[src/rtl/arm_fetch_pkg.sv]
// Shared types and constants for the instruction fetch unit.
package arm_fetch_pkg;

  // Fetch sequencer states.
  typedef enum logic [1:0] {
    FETCH_IDLE = 2'd0,
    FETCH_REQ  = 2'd1,
    FETCH_WAIT = 2'd2,
    FETCH_KILL = 2'd3
  } fetch_state_t;

  localparam logic [31:0] RESET_PC_DEFAULT = 32'h0000_0000;
  localparam logic [31:0] PC_STEP          = 32'd4;

  // One prefetch buffer entry: the fetch address and the word returned for it.
  typedef struct packed {
    logic [31:0] pc;
    logic [31:0] inst;
  } fetch_entry_t;

  // Instruction addresses are always word aligned; the low two bits are dropped.
  function automatic logic [31:0] pc_align(input logic [31:0] addr);
    return addr & 32'hFFFF_FFFC;
  endfunction

endpackage

[src/rtl/arm_fetch_fifo.sv]
// Prefetch buffer: DEPTH-entry synchronous FIFO of {pc, inst} pairs.
// Flush empties the buffer and overrides any push or pop in the same cycle.
module arm_fetch_fifo
  import arm_fetch_pkg::*;
#(
  parameter int DEPTH = 2
) (
  input  logic                     clk,
  input  logic                     rst_b,
  input  logic                     push,
  input  logic                     pop,
  input  logic                     flush,
  input  fetch_entry_t             din,
  output fetch_entry_t             dout,
  output logic [$clog2(DEPTH):0]   count
);

  localparam int PTR_W = $clog2(DEPTH);
  localparam int CNT_W = PTR_W + 1;

  fetch_entry_t     mem [DEPTH];
  logic [PTR_W-1:0] wr_ptr;
  logic [PTR_W-1:0] rd_ptr;

  // Entry storage; contents only matter while counted, so no reset is needed.
  always_ff @(posedge clk) begin
    if (push && !flush) begin
      mem[wr_ptr] <= din;
    end
  end

  // Pointers wrap naturally since DEPTH is a power of two.
  always_ff @(posedge clk or negedge rst_b) begin
    if (!rst_b) begin
      wr_ptr <= '0;
      rd_ptr <= '0;
      count  <= '0;
    end else if (flush) begin
      wr_ptr <= '0;
      rd_ptr <= '0;
      count  <= '0;
    end else begin
      if (push) begin
        wr_ptr <= wr_ptr + PTR_W'(1);
      end
      if (pop) begin
        rd_ptr <= rd_ptr + PTR_W'(1);
      end
      count <= count + CNT_W'(push) - CNT_W'(pop);
    end
  end

  // Head entry is presented directly; an empty buffer reads as zero.
  always_comb begin
    dout = '0;
    if (count != '0) begin
      dout = mem[rd_ptr];
    end
  end

endmodule

[src/rtl/arm_fetch.sv]
// Instruction fetch unit: issues word reads, buffers returned words with
// their addresses, and streams them to the decoder.
//
//  state      | meaning
//  -----------+------------------------------------------------------------
//  FETCH_IDLE | no request outstanding; waits for buffer credit and !halt
//  FETCH_REQ  | imem_req high at fetch_pc until the memory grants
//  FETCH_WAIT | granted; the returned word is pushed with its pc
//  FETCH_KILL | granted before a redirect; the returned word is discarded
module arm_fetch
  import arm_fetch_pkg::*;
#(
  parameter int          FIFO_DEPTH = 2,
  parameter logic [31:0] RESET_PC   = RESET_PC_DEFAULT
) (
  input  logic        clk,
  input  logic        rst_b,
  output logic        imem_req,
  output logic [31:0] imem_addr,
  input  logic        imem_gnt,
  input  logic        imem_rvalid,
  input  logic [31:0] imem_rdata,
  input  logic        redirect_valid,
  input  logic [31:0] redirect_pc,
  input  logic        halt,
  output logic        inst_valid,
  output logic [31:0] inst,
  output logic [31:0] inst_pc,
  input  logic        inst_ready,
  output logic        fetch_idle
);

  localparam int CNT_W = $clog2(FIFO_DEPTH) + 1;

  fetch_state_t     state;
  fetch_state_t     state_nxt;
  logic [31:0]      fetch_pc;
  logic [CNT_W-1:0] fifo_count;
  logic             fifo_push;
  logic             fifo_pop;
  logic             fifo_flush;
  fetch_entry_t     fifo_din;
  fetch_entry_t     fifo_dout;
  logic             has_credit;

  // Only one request is ever outstanding, so a free slot now is a free slot
  // when the data comes back.
  assign has_credit = fifo_count < CNT_W'(FIFO_DEPTH);

  // A redirect empties the buffer and discards a head pop in the same cycle.
  assign fifo_flush = redirect_valid;
  assign fifo_pop   = inst_valid && inst_ready && !redirect_valid;
  assign fifo_din   = '{pc: fetch_pc, inst: imem_rdata};

  // Next-state logic; redirect outranks halt, grant and return.
  always_comb begin
    state_nxt = state;
    fifo_push = 1'b0;
    case (state)
      FETCH_IDLE: begin
        if (!redirect_valid && !halt && has_credit) begin
          state_nxt = FETCH_REQ;
        end
      end
      FETCH_REQ: begin
        if (redirect_valid) begin
          // An accepted request now belongs to the old stream.
          state_nxt = imem_gnt ? FETCH_KILL : FETCH_REQ;
        end else if (imem_gnt) begin
          state_nxt = FETCH_WAIT;
        end else if (halt) begin
          state_nxt = FETCH_IDLE;
        end
      end
      FETCH_WAIT: begin
        if (imem_rvalid) begin
          state_nxt = FETCH_IDLE;
          fifo_push = !redirect_valid;
        end else if (redirect_valid) begin
          state_nxt = FETCH_KILL;
        end
      end
      FETCH_KILL: begin
        if (imem_rvalid) begin
          state_nxt = FETCH_IDLE;
        end
      end
      default: state_nxt = FETCH_IDLE;
    endcase
  end

  // State register and fetch address; the address advances only on a push.
  always_ff @(posedge clk or negedge rst_b) begin
    if (!rst_b) begin
      state    <= FETCH_IDLE;
      fetch_pc <= RESET_PC;
    end else begin
      state <= state_nxt;
      if (redirect_valid) begin
        fetch_pc <= pc_align(redirect_pc);
      end else if (fifo_push) begin
        fetch_pc <= fetch_pc + PC_STEP;
      end
    end
  end

  assign imem_req   = (state == FETCH_REQ);
  assign imem_addr  = fetch_pc;
  assign fetch_idle = halt && (state == FETCH_IDLE);
  assign inst_valid = (fifo_count != '0);
  assign inst       = fifo_dout.inst;
  assign inst_pc    = fifo_dout.pc;

  arm_fetch_fifo #(
    .DEPTH (FIFO_DEPTH)
  ) u_fifo (
    .clk   (clk),
    .rst_b (rst_b),
    .push  (fifo_push),
    .pop   (fifo_pop),
    .flush (fifo_flush),
    .din   (fifo_din),
    .dout  (fifo_dout),
    .count (fifo_count)
  );

endmodule

[config.mk]
export PLATFORM = sky130hd
export DESIGN_NAME = arm_fetch
export DESIGN_NICKNAME = d
export VERILOG_FILES = /design/src/rtl/arm_fetch_pkg.sv /design/src/rtl/arm_fetch_fifo.sv /design/src/rtl/arm_fetch.sv
export SDC_FILE = /design/constraint.sdc
export NUM_CORES = 1
export LEC_CHECK = 0
export CAP_MARGIN = 20
export CORE_UTILIZATION = 30
export CTS_CLUSTER_SIZE = 16
export DETAILED_ROUTE_END_ITERATION = 10
export DONT_BUFFER_PORTS = 1
export PLACE_DENSITY_LB_ADDON = 0.05
export SETUP_SLACK_MARGIN = 0.2
export SLEW_MARGIN = 0
export SYNTH_ARGS = -nofsm -noshare
export SYNTH_HDL_FRONTEND = slang
export SYNTH_HIERARCHICAL = 1
export SYNTH_SLANG_ARGS = --single-unit
[constraint.sdc]
create_clock -name clk -period 6.8 [get_ports clk]
set_input_delay 0.34 -clock clk [delete_from_list [all_inputs] [get_ports clk]]
set_output_delay 0.34 -clock clk [all_outputs]
set_load 0.005 [all_outputs]
==> flow_summary.json <==
{
  "max_slew_margin_pct": 35.7,
  "r2r_slack_ns": 4.30,
  "synth_seq_cells": 164,
  "io_pins": 170,
  "syn_inst": 508,
  "dp_hpwl_um": 10400,
  "comb_power_share_pct": 8.9,
  "chipWidth_um": 155,
  "crit_path_max_fanout": 44,
  "power_frac_clock_pct": 43.5,
  "synth_edf_count": 128,
  "synth.most_common_cell": "edfxtp_1",
  "min_path_type": "in2reg",
  "io_buffers": 0,
  "hold_ws_ns": 0.0299,
  "internal-power_w": 0.00191,
  "cap_violations": 0,
  "p_seq_share_pct": 47.6,
  "placed_cells": 773,
  "synth_area_um2": 6980,
  "cts_tree": "yes",
  "layout.cells.non_filler": 839,
  "overflow": 0,
  "worstPathArrival_ns": 2.42,
  "fin_crit_sh_pct": 40.6,
  "rsz0062_at_grt": "no",
  "finalSetupTns_ns": 0,
  "yosys-top-cells-area": "edfxtp_1 55%, dfrtp_1 13%, mux2i_1 9.3%",
  "die_height_um": 155,
  "syn2layout_area_growth_pct": 18.1,
  "avgSynthCellArea_um2": 13.7,
  "synth_common_cells": "128 x edfxtp_1, 84 x nor2_1, 65 x mux2i_1",
  "multiInputGateArea_um2": 2040,
  "drtIter0Drc": 168,
  "clk_latency_ns": 0.42,
  "die_area_um2": 23900,
  "status": "complete, no violations",
  "grt_pass1_vias": 4119,
  "cts_inserted_buffers": 17,
  "maxSlewViolCount": 0,
  "final_nets": 616,
  "yosysTopAreaCell": "edfxtp_1",
  "yosys_warnings": 6,
  "n_fill_cell": 2221,
  "cts.sinks": 164,
  "p_leak_nw": 2.66,
  "max_clock_freq_mhz": 363,
  "synth_top_flop_cell": "edfxtp_1",
  "finalHoldViolCount": 0,
  "antennaDiodeCount": 0,
  "power_density_nw_per_um2": 305,
  "cts_resized": 0,
  "ff_latch_area_um2": 4750,
  "max-vdd-ir-drop_mv": 0.148,
  "drcViolationCount": 0,
  "ys_seq_area_share_pct": 68.0,
  "ys_types": 42,
  "routabilityCongestion": 0.703,
  "finalSetupViolations": 0,
  "finalWirelength_um": 16600,
  "clockBufferDepth": 2,
  "grt_max_degree": 65,
  "end_kind": "output pin",
  "clkTransAtPathRegs_ns": 0.07,
  "worst-slew-pin-transition_ns": 0.959,
  "p_sw_w": 0.000599,
  "grt_pass1_wl_um": 25000,
  "wl_per_cell_um": 19.8,
  "floorplan.initialDensity_pct": 30.7,
  "fin_crit_ns": 2.76,
  "cts_max_level": 4,
  "fin_worst_skew_ns": 0.0156,
  "swShare_pct": 23.8,
  "synth_top_area_share_pct": 55.1,
  "crit_required_ns": 6.46,
  "rows": 55,
  "clk_root_buffer_cell": "clkbuf_16",
  "synthArstFlopShare_pct": 22.0,
  "layout-drive-gt1-share_pct": 7.94,
  "start_kind": "flip-flop",
  "path_cells": "buf_4 > mux2i_1 > nor2_1",
  "crit_slowest_cell": "buf_4",
  "ant_nets": 0,
  "grt_usage_pct": 14.2,
  "design.core.area_um2": 22700,
  "utilization_pct": 36.3,
  "cpPeakStageDelay_ns": 0.74,
  "antenna_found_initial": 0,
  "vias": 4157,
  "first_pass_iters": 5,
  "crit_type": "reg2out",
  "viasPerCell": 4.95
}
==> what timing repair did <==
action / 4_1_cts / 5_1_grt
buffers inserted: 0 / 0
hold buffers: 35 / 0
endpoints found under the hold margin: 104 / 0
==> layout make-up <==
type / instances / area share, %
clock buffers: 19 / 5.37
clock inverters: 12 / 2.73
inverters: 6 / 0.273
multi-input cells: 314 / 24.7
flip-flops and latches: 164 / 57.6
well taps: 285 / 4.33
repair buffers: 39 / 4.98
==> registers in the layout, summed over array words and instances (netlist names) <==
signal,flops
imem_addr,30
state,2
u_fifo/count,2
u_fifo/mem,128
u_fifo/rd_ptr,1
u_fifo/wr_ptr,1
==> power groups by stage <==
stage | combinational (W) | clock, W | sequential (W)
after CTS | 0.000231 | 0.00112 | 0.00120
after global placement | 0.000201 | 0 | 0.00122
after detailed placement | 0.000205 | 0 | 0.00122
final | 0.000224 | 0.00109 | 0.00120
after global routing | 0.000250 | 0.00117 | 0.00120
after floorplan | 0.000175 | 0 | 0.00119
==> worst max-delay path, delay by kind of cell, from the launching register on <==
kind / cells / cell delay (ns)
muxes: 1 / 0.44
and+or+nand+nor: 1 / 0.11
DFF: 1 / 0.68
buffers and inverters: 1 / 0.74
==> worst paths after layout <==
path / end / from / depth (start not counted)
setup / recovery: inst_pc[18] / u_fifo/rd_ptr$_DFFE_PN0P_ / 3
hold / removal: imem_addr[5]$_DFFE_PN0P_ / redirect_valid / 1
setup reg to reg: u_fifo/mem[0][24]$_DFFE_PP_ / state[0]$_DFFE_PN0P_ / 4
hold reg to reg: u_fifo/mem[1][60]$_DFFE_PP_ / imem_addr[28]$_DFFE_PN0P_ / 0
max in group asynchronous: u_fifo/rd_ptr$_DFFE_PN0P_ / rst_b / 2
min in group asynchronous: imem_addr[5]$_DFFE_PN0P_ / rst_b / 2
==> metal layers <==
metal	part of all wire (%)	wire length, um	track usage [%]
met4	0.84	140	4.38
met2	48	7940	22.8
met5	0	0	0
met1	46	7670	18.5
met3	5.1	846	4.09
==> cell usage in the layout, fill, tap and decap left out, types with 6 or more instances in the layout <==
| master | netlist | layout |
|---|---|---|
| edfxtp_1 | 128 | 128 |
| nor2_1 | 84 | 84 |
| mux2i_1 | 65 | 65 |
| dfrtp_1 | 36 | 35 |
| dlygate4sd3_1 | 0 | 34 |
| nand2_1 | 24 | 24 |
| o21ai_0 | 19 | 19 |
| clkbuf_16 | 0 | 17 |
| a31oi_1 | 16 | 16 |
| or4_1 | 14 | 14 |
| o31ai_1 | 13 | 13 |
| xnor2_1 | 10 | 10 |
| nand3_1 | 9 | 9 |
| nand4_1 | 7 | 7 |
| and3_1 | 6 | 6 |
| conb_1 | 1 | 6 |
| bufinv_16 | 0 | 6 |
==> metrics by stage <==
step	setup slack (ns)	area, um^2	total power (W)
after floorplan	0.410	7000	0.00136
after global placement	4.17	7190	0.00142
after detailed placement	4.21	7210	0.00142
after CTS	3.95	8240	0.00255
after global routing	3.90	8240	0.00263
final	4.04	8240	0.00251
==> logic make-up after synthesis <==
logic type	share of synthesized area [%]
and+or+nand+nor	12.2
DFF	68.0
muxes	9.32
AOI/OAI and AO/OA	4.36
buffers and inverters	3.30
xor gates and xnor gates	2.21
adders and majority gates	0.538
other	0.0537
Power figures use the tool's default switching activity.
